File: config.mk
export PLATFORM = sky130hd
export DESIGN_NAME = nibble_serial_adder
export DESIGN_NICKNAME = d
export VERILOG_FILES = /design/src/rtl/nibble_serial_adder_pkg.sv /design/src/rtl/four_bit_adder_df.sv /design/src/rtl/nibble_serial_adder.sv
export SDC_FILE = /design/constraint.sdc
export NUM_CORES = 1
export LEC_CHECK = 0
export CORE_MARGIN = 2
export CORE_UTILIZATION = 46
export CTS_BUF_LIST = sky130_fd_sc_hd__clkbuf_2
export DETAILED_ROUTE_END_ITERATION = 16
export PLACE_DENSITY = 0.8
export SYNTH_ARGS = -nofsm -noshare
export SYNTH_HDL_FRONTEND = slang
export SYNTH_HIERARCHICAL = 1
export SYNTH_SLANG_ARGS = --single-unit
File: constraint.sdc
create_clock -name clk -period 2 [get_ports clk]
set_input_delay 0.3 -clock clk [delete_from_list [all_inputs] [get_ports clk]]
set_output_delay 0.3 -clock clk [all_outputs]
set_load 0.05 [all_outputs]
File: src/rtl/nibble_serial_adder_pkg.sv
// Shared definitions for the nibble-serial adder: slice width and FSM state codes.
// Pure declarations, no logic of its own.
package nibble_serial_adder_pkg;

   localparam int NIBBLE_W = 4;

   typedef enum logic [1:0] {
      ST_IDLE = 2'd0,
      ST_RUN  = 2'd1,
      ST_DONE = 2'd2
   } state_t;

endpackage

File: src/rtl/four_bit_adder_df.sv
// 4-bit dataflow ripple-carry adder slice; purely combinational, zero latency.
// No handshake: the enclosing block decides when its outputs are consumed.
module four_bit_adder_df (
   input  logic [3:0] x,
   input  logic [3:0] y,
   input  logic       c_in,
   output logic [3:0] s,
   output logic       c_out
);

   logic [4:0] c;

   assign c[0] = c_in;

   for (genvar i = 0; i < 4; i++) begin : g_bit
      assign s[i]   = x[i] ^ y[i] ^ c[i];
      assign c[i+1] = (x[i] & y[i]) | (c[i] & (x[i] ^ y[i]));
   end

   assign c_out = c[4];

endmodule

File: src/rtl/nibble_serial_adder.sv
// WIDTH-bit adder that reuses one 4-bit slice over WIDTH/4 cycles; result valid NIBBLES edges after accept.
// Result is held in DONE until out_ready; operands are refused (in_ready=0) outside IDLE.
module nibble_serial_adder
   import nibble_serial_adder_pkg::*;
#(
   parameter int WIDTH = 16
) (
   input  logic             clk,
   input  logic             rst,
   input  logic             in_valid,
   output logic             in_ready,
   input  logic [WIDTH-1:0] a,
   input  logic [WIDTH-1:0] b,
   input  logic             c_in,
   output logic             out_valid,
   input  logic             out_ready,
   output logic [WIDTH-1:0] sum,
   output logic             c_out
);

   localparam int NIBBLES = WIDTH / NIBBLE_W;
   localparam int CNT_W   = (NIBBLES > 1) ? $clog2(NIBBLES) : 1;
   localparam logic [CNT_W-1:0] LAST_CNT = CNT_W'(NIBBLES - 1);

   if ((WIDTH % NIBBLE_W) != 0 || WIDTH < NIBBLE_W) begin : g_bad_width
      $error("nibble_serial_adder: WIDTH must be a multiple of 4 and >= 4");
   end

   state_t                 state, state_nx;
   logic [WIDTH-1:0]       opa, opb, result;
   logic                   carry, c_out_q;
   logic [CNT_W-1:0]       cnt;
   logic [NIBBLE_W-1:0]    slice_sum;
   logic                   slice_cout;
   logic [WIDTH+NIBBLE_W-1:0] result_cat;

   four_bit_adder_df u_slice (
      .x    (opa[NIBBLE_W-1:0]),
      .y    (opb[NIBBLE_W-1:0]),
      .c_in (carry),
      .s    (slice_sum),
      .c_out(slice_cout)
   );

   // Slice sum enters at the top so nibble 0 ends up at the bottom after NIBBLES shifts.
   assign result_cat = {slice_sum, result};

   always_ff @(posedge clk) begin
      if (rst) state <= ST_IDLE;
      else     state <= state_nx;
   end

   always_comb begin
      state_nx = state;
      case (state)
         ST_IDLE: if (in_valid)         state_nx = ST_RUN;
         ST_RUN:  if (cnt == LAST_CNT)  state_nx = ST_DONE;
         ST_DONE: if (out_ready)        state_nx = ST_IDLE;
         default:                       state_nx = ST_IDLE;
      endcase
   end

   always_comb begin
      in_ready  = (state == ST_IDLE);
      out_valid = (state == ST_DONE);
   end

   always_ff @(posedge clk) begin
      if (rst) begin
         opa     <= '0;
         opb     <= '0;
         carry   <= 1'b0;
         cnt     <= '0;
         result  <= '0;
         c_out_q <= 1'b0;
      end else begin
         case (state)
            ST_IDLE: begin
               if (in_valid) begin
                  opa   <= a;
                  opb   <= b;
                  carry <= c_in;
                  cnt   <= '0;
               end
            end
            ST_RUN: begin
               opa    <= opa >> NIBBLE_W;
               opb    <= opb >> NIBBLE_W;
               carry  <= slice_cout;
               result <= result_cat[WIDTH+NIBBLE_W-1:NIBBLE_W];
               cnt    <= cnt + CNT_W'(1);
               if (cnt == LAST_CNT) c_out_q <= slice_cout;
            end
            default: ;
         endcase
      end
   end

   assign sum   = result;
   assign c_out = c_out_q;

endmodule

* Word-level counts from Yosys, hierarchy flattened *
Cells that the tools add are included.

word-level totals
  flip-flop bits (word level) = 54
  input bits = 37
  output and inout port bits = 19
  logic and storage cells = 51

cells by class
  add/subtract/negate cells = 1
  equality and inequality tests = 6
  multiplexer cells = 12
  bitwise logic cells = 20
  reduce and logical (&&, ||, !) cells = 5

operator list
  kind                                                                   number
  16-bit one-hot mux with 2 select lines                                 2
  16-bit two-way mux                                                     2
  1-bit bitwise AND                                                      8
  2-bit two-way mux                                                      4
  1-bit bitwise XOR                                                      8
  2-bit one-hot mux with 3 select lines                                  1
  2-bit equality test, second input constant                             2
  2-bit != test, second input constant                                   2
  1-bit OR                                                               4
  2-bit one-hot mux with 2 select lines                                  1
  2-bit AND reduction                                                    2
  3-bit AND reduction                                                    1
  2-bit by 1-bit adder with 2-bit output, second input constant          1
  2-bit by 1-bit equality test with 1-bit output, second input constant  1
  2-bit logical NOT                                                      1
  2-bit by 1-bit != test with 1-bit output, second input constant        1
  1-bit one-hot mux with 2 select lines                                  1
  2-bit nonzero test                                                     1
  1-bit two-way mux                                                      1

* Depth between registers and ports, before layout *
Gate-level depths: netlist of run 1.

  depth in word-level cells = 10
  gate-level depth with buffers = 11
  depth with buffers taken out = 11

* Modules after synthesis *
Netlist of run 1, hierarchy kept.

modules (own cells, without submodules)
  module               instances  cells each  area an instance (sq um)  sequential area each (sq um)
  nibble_serial_adder  1          236         2253.4                    1081.0
  four_bit_adder_df    1          14          117.6                     0.0

* Worst setup path after synthesis of run 1 *
Ideal clock, no wire load.

  path kind = register to register
  from = register opb[0]
  to = register result[15], in the netlist sum[15]
  data arrival time = 1950 ps
  data required time = 1930 ps
  setup slack = -21 ps
  stages on the path, launching flop included = 11
  path buffers = 0
  clock period less this slack = 2021 ps
  path through = dfxtp_1 -> fa_1 -> inv_1 -> fa_1 -> inv_1 -> fa_1 -> inv_1 -> fa_1 -> inv_1 -> nand2_1 -> a21oi_1

between the ends
  cells in the longest elaborated chain, start to end = 8
  elaborated cells on any way between the ends = 9

ends and longest elaborated chain
  what                    line                       text
  from (decl)             nibble_serial_adder.sv:30  logic [WIDTH-1:0] opa, opb, result;
  from (signal assigned)  nibble_serial_adder.sv:88  opb <= opb >> NIBBLE_W;
  1-bit bitwise XOR       four_bit_adder_df.sv:17    assign c[i+1] = (x[i] & y[i]) | (c[i] & (x[i] ^ y[i]));
  1-bit bitwise AND       four_bit_adder_df.sv:17
  1-bit OR *              four_bit_adder_df.sv:17
  1-bit bitwise AND *     four_bit_adder_df.sv:17
  1-bit OR *              four_bit_adder_df.sv:17
  1-bit bitwise AND *     four_bit_adder_df.sv:17
  1-bit OR *              four_bit_adder_df.sv:17
  1-bit bitwise XOR *     four_bit_adder_df.sv:16    assign s[i] = x[i] ^ y[i] ^ c[i];
  named net slice_sum[3]  nibble_serial_adder.sv:33  logic [NIBBLE_W-1:0] slice_sum;
  to (signal assigned)    nibble_serial_adder.sv:90  result <= result_cat[WIDTH+NIBBLE_W-1:NIBBLE_W];
  to (decl)               nibble_serial_adder.sv:30

Mark *: on every way through the listed nets, which the timed path passes. The rest lies on a longest branch.
A chain may end at the register's enable or synchronous reset.

* Worst setup path after layout of run 1 *
  from = register carry
  to = register carry

between the ends
  cells in the longest elaborated chain, start to end = 9

ends and longest elaborated chain
  what                                   line                       text
  from (decl)                            nibble_serial_adder.sv:31  logic carry, c_out_q;
  from (signal assigned)                 nibble_serial_adder.sv:82  carry <= c_in;
  from (signal assigned)                 nibble_serial_adder.sv:89  carry <= slice_cout;
  1-bit bitwise AND                      four_bit_adder_df.sv:17
  1-bit OR                               four_bit_adder_df.sv:17
  1-bit bitwise AND                      four_bit_adder_df.sv:17
  1-bit OR                               four_bit_adder_df.sv:17
  1-bit bitwise AND                      four_bit_adder_df.sv:17
  1-bit OR                               four_bit_adder_df.sv:17
  1-bit bitwise AND                      four_bit_adder_df.sv:17
  1-bit OR                               four_bit_adder_df.sv:17
  named net slice_cout                   nibble_serial_adder.sv:34  logic slice_cout;
  1-bit one-hot mux with 2 select lines  nibble_serial_adder.sv:77  case (state)

The timed path passes the listed nets, and every way through them passes these cells.

==> key figures, run 1 <==
Finish
  – # diodes: 0
  – Register area: 1090 sq um
  – Post-route cell area: 3040 sq um
  – Final core utilization: 60.2%
  – Fill cell count: 452
  – Final net count: 343
  – Area of the multi-input gates: 1040 sq um
  – Synth-to-layout area growth: 28.1%
  – Share of post-route cells with drive strength above 1: 20.5%

Run status
  – Status: finished with violations
  – Violated checks: setup timing

Placed design
  – Final Wtd Congestion: 0.732
  – Hpwl dp: 3450 um
  – Worst slack, placed: -103 ps
  – IO buf count: 55
  – Area after DPL: 2960 sq um

Setup path
  – Crit Path Max Fanout: 2
  – Critical path type: reg -> reg
  – Worst path required time: 2400 ps
  – Setup crit end kind: register
  – Slowest CP cell: dfxtp_2
  – Internal reg-to-reg setup slack: -90 ps
  – Delay of the slowest critical-path stage: 410 ps
  – CP delay by family, top: adder cells
  – Cell mode on critical path: inv_2
  – Cell Chain, Critical Path: fa_2 > inv_2 > fa_2 > inv_2 > fa_2 > inv_2 > fa_1 > inv_2 > inv_1 > a21oi_2 > o221a_2
  – CP arrival: 2500 ps
  – Setup crit start kind: register
  – Worst path bufs/invs: 5

Pwr
  – Pleak: 1.35 nW
  – PwrDens: 674 nW/um^2
  – VDD IR max: 324 uV

STA
  – Fin crit share: 105%
  – RSZ-0062 raised after global routing: true
  – Worst-Margin Slew: 1010 ps
  – Setup TNS: -187 ps
  – Final WS setup: -94.0 ps
  – Final setup vio count: 3
  – Clock Skew: 16.0 ps
  – Fmax: 478 MHz
  – Slew HR: 32.3%
  – Endpoints failing hold: 0
  – Minimum clock period: 2090 ps
  – Slew Viols, Final: 0

CTS
  – H-tree Lvls: 2
  – Clk slew on worst S/H paths: 250 ps
  – Clock Tree Buf Depth: 2
  – CTS tree: yes
  – Worst-Skew Late Latency: 430 ps
  – Clock root cell: clkbuf_2
  – Inserted Clock Buffers: 5
  – Total clock sinks: 54

Job
  – Max cap viols: 0

Floorplan
  – Initial Utilization: 47.0%
  – Die width: 75.8 um
  – Die footprint: 5740 sq um
  – Die height: 75.8 um
  – Row count: 26
  – Core area: 5040 sq um
  – Ports: 56

Synth
  – Synth Register Bits: 54
  – Count of different cell masters after synthesis: 27
  – Ys Warns: 6
  – Post-Syn Instances: 250
  – Cell taking the most area after synthesis: dfxtp_1
  – Mapped cell area: 2370 sq um
  – Post-synth top area share: 45.6%
  – Top cells by area in the synthesized netlist: dfxtp_1, o221a_1, a21oi_2
  – Mapped Avg Cell Area: 9.48 sq um
  – Synthesized Nets: 292
  – Seq/Total Area, Yosys: 45.6%

Drt
  – Vias: 1863
  – Routed length per placed instance: 13.2 um
  – # DRC: 0
  – DR pass1 iterations: 4
  – Initial DRC Count: 95
  – Routed Antenna Nets: 0
  – Final WL: 4910 um
  – Via density: 5.01

Global route
  – Initial antenna violation count: 0
  – Vias in the first global route: 1796
  – First-pass GRT wire length: 8260 um
  – Total grt overflow: 0
  – GRT Total Usage: 19.0%
  – Largest net degree at the start of global routing: 40

Hold path
  – HP Class: in -> reg
-- final cells by class --
cell class / instances / share of cell area [%]
flip-flops and latches: 54 / 35.7
inverters: 35 / 4.32
clock inverters: 2 / 0.288
clock buffers: 6 / 0.988
multi-input cells: 142 / 34.2
repair buffers: 63 / 21.5
well taps: 70 / 2.88
-- flip-flops by register name, summed over array words and instances, names as in the netlist --
name / flops
opa: 16
opb: 16
sum: 16
cnt: 2
state: 2
c_out: 1
carry: 1
-- stage by stage --
| stage | hold WS (ps) | instances | power, mW |
|---|---|---|---|
| 3_5_place_dp | 451 | 364 | 1.66 |
| 2_1_floorplan | 454 | 250 | 1.51 |
| 5_1_grt | 195 | 372 | 2.17 |
| 4_1_cts | 192 | 372 | 2.07 |
| 6_report | 213 | 372 | 2.05 |
| 3_3_place_gp | 446 | 364 | 1.65 |
-- timing repair --
| item | 4_1_cts | 5_1_grt |
|---|---|---|
| buffers inserted | 0 | 0 |
| gates resized for setup | 7 | 16 |
| setup endpoints to repair | 6 | 17 |
| hold buffers | 0 | 0 |
-- power breakdown --
group          total (mW)  switching [mW]  internal (mW)
Sequential           1.20          0.0473           1.15
Clock               0.408           0.323         0.0859
Combinational       0.437           0.232          0.205
-- worst paths after layout --
kind	startpoint	to	cells past startpoint
worst max-delay path	carry	carry	11
worst min-delay path	rst	opb[15]	2
worst max register to register	carry	carry	11
worst min register to register	sum[13]	sum[9]	2
-- layer usage --
metal,GRT usage [%],wire length (um),share of wire (%),vias to the layer above
met5,0,0,0,-
met4,5.65,57,1.2,0
met3,4.50,216,4.4,6
met2,30.9,2360,48,44
met1,25.0,2270,46,862
li1,-,-,-,951
-- cell usage in the layout, fill, tap and decap left out, drive strengths merged --
| cell type | n |
|---|---|
| dfxtp | 54 |
| nor2b | 3 |
| nand2b | 3 |
| dlymetal6s2s | 13 |
| clkinv | 2 |
| nor2 | 12 |
| fa | 4 |
| dlygate4sd2 | 3 |
| clkdlybuf4s50 | 36 |
| nor3b | 1 |
| o21ai | 2 |
| mux2i | 2 |
| a22oi | 7 |
| nand2 | 33 |
| ha | 1 |
| o221a | 25 |
| a21oi | 45 |
| o21bai | 1 |
| inv | 35 |
| nand3b | 3 |
| clkbuf | 6 |
| buf | 11 |
-- cell usage after synthesis --
cell type  number
a21oi_2        20
o221a_2         6
clkbuf_1        4
fa_1            4
dfxtp_1        54
clkbuf_2        1
ha_1            1
mux2i_1         2
nor2b_1         2
buf_2           7
buf_6           6
nor3b_2         1
nand2b_1        3
o21ai_0         2
nand2_1        32
inv_1          35
o21bai_1        1
nor2_1          9
a21oi_1        25
nand3b_1        3
nor2_2          2
nor2_4          1
a22oi_1         7
nor2b_4         1
o221a_1        19
buf_4           1
nand2_2         1
-- cell families (layout without fill, tap and decap cells) --
logic type                 after synthesis  count (layout)  share of synthesized area, %
and+or+nand+nor                         55              55                          11.1
DFF                                     54              54                          45.6
buffers and inverters                   54             106                          11.0
AOI/OAI and AO/OA                       80              80                          27.5
adders and majority gates                5               5                          3.91
muxes                                    2               2                         0.844
Power figures use the tool's default switching activity.
==> run 2: changes to the inputs <==
--- a/config.mk
+++ b/config.mk
@@ -5,6 +5,7 @@
 export SDC_FILE = /design/constraint.sdc
 export NUM_CORES = 1
 export LEC_CHECK = 0
+export CAP_MARGIN = 40
 export CORE_MARGIN = 2
 export CORE_UTILIZATION = 46
 export CTS_BUF_LIST = sky130_fd_sc_hd__clkbuf_2
==> key figures, run 2 (synthesized netlist as in run 1, its figures left out) <==
Run status
  – Status: finished with violations
  – Violated checks: setup timing

CTS
  – Clk slew on worst S/H paths: 270 ps (+20 ps)
  – H-tree Lvls: 2 (unchanged)
  – Clock Tree Buf Depth: 2 (unchanged)
  – Total clock sinks: 54 (unchanged)
  – Hold buffers post-CTS: 0 (unchanged)
  – CTS tree: yes
  – Worst-Skew Late Latency: 440 ps (about the same)
  – Clock root cell: clkbuf_2
  – Setup Fix Bufs, Post-CTS: 0 (unchanged)
  – Inserted Clock Buffers: 5 (unchanged)

Finish
  – Non-Filler Instances: 373 (+0.27%)
  – Most frequent cells in the layout: dfxtp_1, clkdlybuf4s50_1, nand2_1
  – Synth-to-layout area growth: 29.1%
  – Final net count: 344 (+0.29%)
  – Share of post-route cells with drive strength above 1: 21.1% (+0.59 points)
  – Fill cell count: 439 (-2.9%)
  – Most common cell after layout, fill and taps aside: dfxtp_1
  – Final core utilization: 60.7% (+0.45 points)
  – Post-route cell area: 3060 sq um (+0.74%)
  – # diodes: 0 (unchanged)

STA
  – Endpoints failing hold: 0 (unchanged)
  – Final setup vio count: 3 (unchanged)
  – Final WS setup: -114 ps (-20.1 ps)
  – Fmax: 473 MHz (-0.95%)
  – Slew HR: 60.9% (+29 points)
  – Slew Viols, Final: 0 (unchanged)
  – Minimum clock period: 2110 ps (+20.1 ps)
  – Clock Skew: 28.5 ps (+12.5 ps)
  – RSZ-0062 raised after global routing: true
  – Setup TNS: -276 ps (-89.0 ps)
  – Fin crit share: 106% (+1.0 points)
  – Hold Slack: 223 ps (+10.1 ps)
  – Worst-Margin Slew: 586 ps (-428 ps)

Drt
  – Routed length per placed instance: 13.1 um (-0.84%)
  – DR pass1 iterations: 4 (unchanged)
  – # DRC: 0 (unchanged)
  – Routed Antenna Nets: 0 (unchanged)
  – Via density: 4.99 (-0.38%)
  – Vias: 1861 (-0.11%)
  – Metal2 WL: 2300 um (-2.7%)
  – Metal-1 WL: 2340 um (+3.1%)
  – Initial DRC Count: 91 (-4.2%)
  – Final WL: 4880 um (-0.57%)
  – Uppermost layer routed: met4
  – Routed length on met3: 185 um (-14%)

Floorplan
  – Die width: 75.8 um (unchanged)
  – Row count: 26 (unchanged)
  – Die height: 75.8 um (unchanged)
  – Initial Utilization: 47.0% (unchanged)
  – Die footprint: 5740 sq um (unchanged)
  – Ports: 56 (unchanged)
  – Core area: 5040 sq um (unchanged)

Global route
  – First-pass GRT wire length: 8240 um (-0.25%)
  – Vias in the first global route: 1742 (-3.0%)
  – Initial antenna violation count: 0 (unchanged)
  – GRT Total Usage: 19.0% (-0.034 points)
  – Total grt overflow: 0 (unchanged)
  – Largest net degree at the start of global routing: 40 (unchanged)

Pwr
  – Net Sw Frac: 28.2% (-1.3 points)
  – Pleak: 1.28 nW (-5.2%)
  – PwrDens: 718 nW/um^2 (+6.5%)
  – VDD IR max: 403 uV (+24%)
  – Seq pwr share: 54.6% (-4.1 points)
  – Int Power: 1.58 mW (+9.2%)
  – Total Power: 2.20 mW (+7.3%)
  – P_sw: 0.618 mW (+2.7%)
  – Clock power share: 25.1% (+5.1 points)
  – Comb power frac: 20.2% (-1.2 points)

Placed design
  – Final Wtd Congestion: 0.732 (unchanged)
  – Worst slack, placed: -122 ps (-19.5 ps)
  – Hpwl dp: 3510 um (+1.7%)
  – Area after DPL: 2980 sq um (+0.51%)
  – Post-Place Cells: 365 (+0.27%)
  – IO buf count: 55 (unchanged)

Setup path
  – Critical path type: reg -> reg
  – Setup crit end kind: register
  – Crit Path Max Fanout: 2 (unchanged)
  – Internal reg-to-reg setup slack: -110 ps (-20 ps)
  – CP arrival: 2520 ps (+20 ps)
  – Delay of the slowest critical-path stage: 410 ps (about the same)
  – Cell Chain, Critical Path: fa_2 > inv_2 > fa_2 > inv_2 > fa_2 > inv_2 > fa_1 > inv_1 > nand2_1 > a21oi_1
  – Setup crit start kind: register
  – Worst path required time: 2410 ps (about the same)
  – Slowest CP cell: fa_1

Job
  – Max cap viols: 0 (unchanged)

Hold path
  – HP Class: in -> reg
==> run 2: changes by cell type in the layout (fill, tap and decap cells not counted) <==
cell	delta
clkdlybuf4s50_1	+1
clkinv_2	-1
dlygate4sd2_1	+5
clkinvlp_4	+1
clkinv_1	-1
buf_8	+1
bufinv_16	+1
dlymetal6s2s_1	-6
==> run 2: metal layers <==
layer / up-vias / GRT usage, %
li1: 953 / -
met1: 865 / 25.9
met2: 37 / 30.1
met3: 6 / 4.10
met4: 0 / 5.65
met5: - / 0
==> run 2: area by class of cell <==
type | instances | area [sq um] | area share (%)
sequential | 54 | 1090 | 35.5
multi-input combinational | 142 | 1040 | 34.0
timing repair buffer | 64 | 648 | 21.2
inverter | 35 | 131 | 4.29
tap | 70 | 87.6 | 2.86
clock inverter | 2 | 37.5 | 1.23
clock buffer | 6 | 30.0 | 0.981
==> run 2: final timing paths <==
path / startpoint / end / cells after the start
max: opa[0] / sum[15] / 10
min: rst / opb[15] / 2
max reg2reg: opa[0] / sum[15] / 10
min reg2reg: sum[0] / sum[0] / 2
==> run 2: repair_timing <==
| action | 4_1_cts | 5_1_grt |
|---|---|---|
| gates resized for setup | 13 | 9 |
| setup endpoints to repair | 11 | 11 |
| pin swaps | 0 | 1 |
==> run 2: power groups by stage <==
| stage | Clock, mW | Sequential (mW) | Combinational, mW |
|---|---|---|---|
| after detailed placement | 0 | 1.22 | 0.448 |
| final | 0.552 | 1.20 | 0.444 |
| after CTS | 0.570 | 1.20 | 0.446 |
| after global placement | 0 | 1.22 | 0.429 |
| after global routing | 0.612 | 1.21 | 0.489 |
| after floorplan | 0 | 1.25 | 0.267 |
==> run 2: critical path: cells and delay by family, from the launching register on <==
kind	cells	cell delay, ps
buf+inv	4	220
compound gates	1	110
simple gates	1	40
fa+ha+maj	4	1290
flops	1	400
==> run 3: changes to the inputs <==
--- a/config.mk
+++ b/config.mk
@@ -6,8 +6,9 @@
 export NUM_CORES = 1
 export LEC_CHECK = 0
 export CAP_MARGIN = 40
-export CORE_MARGIN = 2
-export CORE_UTILIZATION = 46
+export CELL_PAD_IN_SITES_DETAIL_PLACEMENT = 1
+export CELL_PAD_IN_SITES_GLOBAL_PLACEMENT = 2
+export CORE_UTILIZATION = 28
 export CTS_BUF_LIST = sky130_fd_sc_hd__clkbuf_2
 export DETAILED_ROUTE_END_ITERATION = 16
 export PLACE_DENSITY = 0.8
==> key figures, run 3 (synthesized netlist as in run 1, its figures left out) <==
Run status
  – Status: finished with violations
  – Violated checks: setup timing

Global route
  – Total grt overflow: 0 (unchanged)
  – Initial antenna violation count: 0 (unchanged)
  – Vias in the first global route: 1940 (+11%)
  – First-pass GRT wire length: 9740 um (+18%)
  – Largest net degree at the start of global routing: 27 (-33%)
  – GRT Total Usage: 14.1% (-4.9 points)

Drt
  – Initial DRC Count: 51 (-44%)
  – DR pass1 iterations: 4 (unchanged)
  – Routed Antenna Nets: 0 (unchanged)
  – Vias: 1894 (+1.8%)
  – Routed length per placed instance: 13.9 um (+6.5%)
  – Final WL: 5720 um (+17%)
  – Via density: 4.62 (-7.4%)
  – # DRC: 0 (unchanged)

Finish
  – # diodes: 0 (unchanged)
  – Final core utilization: 38.4% (-22 points)
  – Most frequent cells in the layout: dfxtp_1, clkdlybuf4s50_1, nand2_1
  – Most common cell after layout, fill and taps aside: dfxtp_1
  – Final net count: 347 (+0.87%)
  – Fill cell count: 942 (+110%)
  – Share of post-route cells with drive strength above 1: 22.0% (+0.85 points)
  – Synth-to-layout area growth: 32.9%
  – Post-route cell area: 3150 sq um (+3.0%)

STA
  – Fmax: 471 MHz (-0.45%)
  – Final setup vio count: 3 (unchanged)
  – RSZ-0062 raised after global routing: true
  – Slew HR: 63.4% (+2.5 points)
  – Fin crit share: 106% (+0.48 points)
  – Minimum clock period: 2120 ps (+9.59 ps)
  – Slew Viols, Final: 0 (unchanged)
  – Final WS setup: -124 ps (-9.59 ps)
  – Endpoints failing hold: 0 (unchanged)
  – Worst-Margin Slew: 547 ps (-39.3 ps)
  – Clock Skew: 15.2 ps (-13.3 ps)
  – Hold Slack: 222 ps (-1.25 ps)

Setup path
  – Setup crit end kind: register
  – Setup crit start kind: register
  – Internal reg-to-reg setup slack: -120 ps (about the same)
  – Worst path required time: 2400 ps (about the same)
  – Critical path type: reg -> reg
  – Crit Path Max Fanout: 2 (unchanged)
  – CP arrival: 2520 ps (about the same)

CTS
  – H-tree Lvls: 2 (unchanged)
  – Worst-Skew Late Latency: 450 ps (about the same)
  – Clk slew on worst S/H paths: 270 ps (about the same)
  – CTS tree: yes
  – Clock root cell: clkbuf_2
  – Total clock sinks: 54 (unchanged)
  – Setup Fix Bufs, Post-CTS: 0 (unchanged)
  – Clock Tree Buf Depth: 2 (unchanged)
  – Inserted Clock Buffers: 5 (unchanged)

Pwr
  – VDD IR max: 231 uV (-43%)
  – PwrDens: 663 nW/um^2 (-7.6%)
  – Pleak: 1.41 nW (+9.7%)

Placed design
  – Hpwl dp: 4150 um (+18%)
  – Area after DPL: 3070 sq um (+3.1%)
  – IO buf count: 55 (unchanged)
  – Final Wtd Congestion: 0.754 (+3.1%)

Floorplan
  – Row count: 33 (+27%)
  – Die footprint: 8840 sq um (+54%)
  – Core area: 8220 sq um (+63%)
  – Ports: 56 (unchanged)
  – Die height: 94.0 um (+24%)
  – Initial Utilization: 28.9% (-18 points)
  – Die width: 94.0 um (+24%)

Hold path
  – HP Class: in -> reg

Job
  – Max cap viols: 0 (unchanged)
==> run 3: cell types whose count changed in the layout (fill, tap and decap cells not counted) <==
cell and delta:
a21oi_1 -1, clkinv_2 +2, a21oi_2 +1, clkbuf_2 -1, buf_4 +1, bufinv_16 -1
clkinvlp_4 -1, dlygate4sd2_1 -7, dlymetal6s2s_1 +8, clkdlybuf4s50_1 -1, buf_12 +2
==> run 3: per-layer routing <==
| metal | track usage, % | wire, um | vias up |
|---|---|---|---|
| met5 | 0 | 0 | - |
| met4 | 4.23 | 72 | 0 |
| met3 | 2.35 | 169 | 5 |
| met2 | 23.2 | 2710 | 29 |
| met1 | 18.8 | 2760 | 904 |
| li1 | - | - | 956 |
==> run 3: repair_timing <==
action                                  in CTS  in global routing
hold endpoints to repair                     0                  0
hold buffers                                 0                  0
resized for setup                            5                 19
pin swaps                                    1                  0
endpoints found under the setup margin       4                 19
==> run 3: report_power, final <==
group,internal (mW),total [mW],leakage (nW),switching (mW)
clock network,0.0758,0.417,0.0286,0.342
registers,1.15,1.20,0.445,0.0496
logic,0.226,0.468,0.933,0.242
total,1.46,2.09,1.41,0.634
==> run 3: critical path: stages, from the launching register on <==
cell	delay [ps]
dfxtp_2	390
fa_2	390
inv_2	60
fa_2	180
inv_2	40
fa_2	330
inv_2	70
fa_1	410
inv_1	60
nand2_1	50
a21oi_2	100
==> run 3: worst paths after layout <==
kind                            startpoint       to  cells after the start
worst max register to register      opb[0]  sum[15]                     10
worst min-delay path                   rst  opa[14]                      2
worst min register to register      sum[2]   sum[2]                      2
worst max-delay path                opb[0]  sum[15]                     10
==> run 3: per-stage QoR <==
| stage | total power, mW | TNS, ps | cells | setup slack [ps] |
|---|---|---|---|---|
| floorplan | 1.51 | 0 | 250 | 18.0 |
| detailed placement | 1.70 | -197 | 403 | -95.1 |
| global route | 2.21 | -530 | 410 | -225 |
| CTS | 2.12 | -250 | 410 | -116 |
| global placement | 1.68 | -1680 | 402 | -104 |
| finish | 2.09 | -237 | 410 | -124 |
==> run 3: area by class of cell <==
| class | count | area [sq um] | share of cell area, % |
|---|---|---|---|
| inverters | 35 | 131 | 4.17 |
| repair buffers | 67 | 724 | 23.0 |
| clock buffers | 5 | 25.0 | 0.794 |
| flip-flops and latches | 54 | 1090 | 34.5 |
| clock inverters | 2 | 10.0 | 0.318 |
| multi-input cells | 142 | 1040 | 33.1 |
| well taps | 105 | 131 | 4.17 |
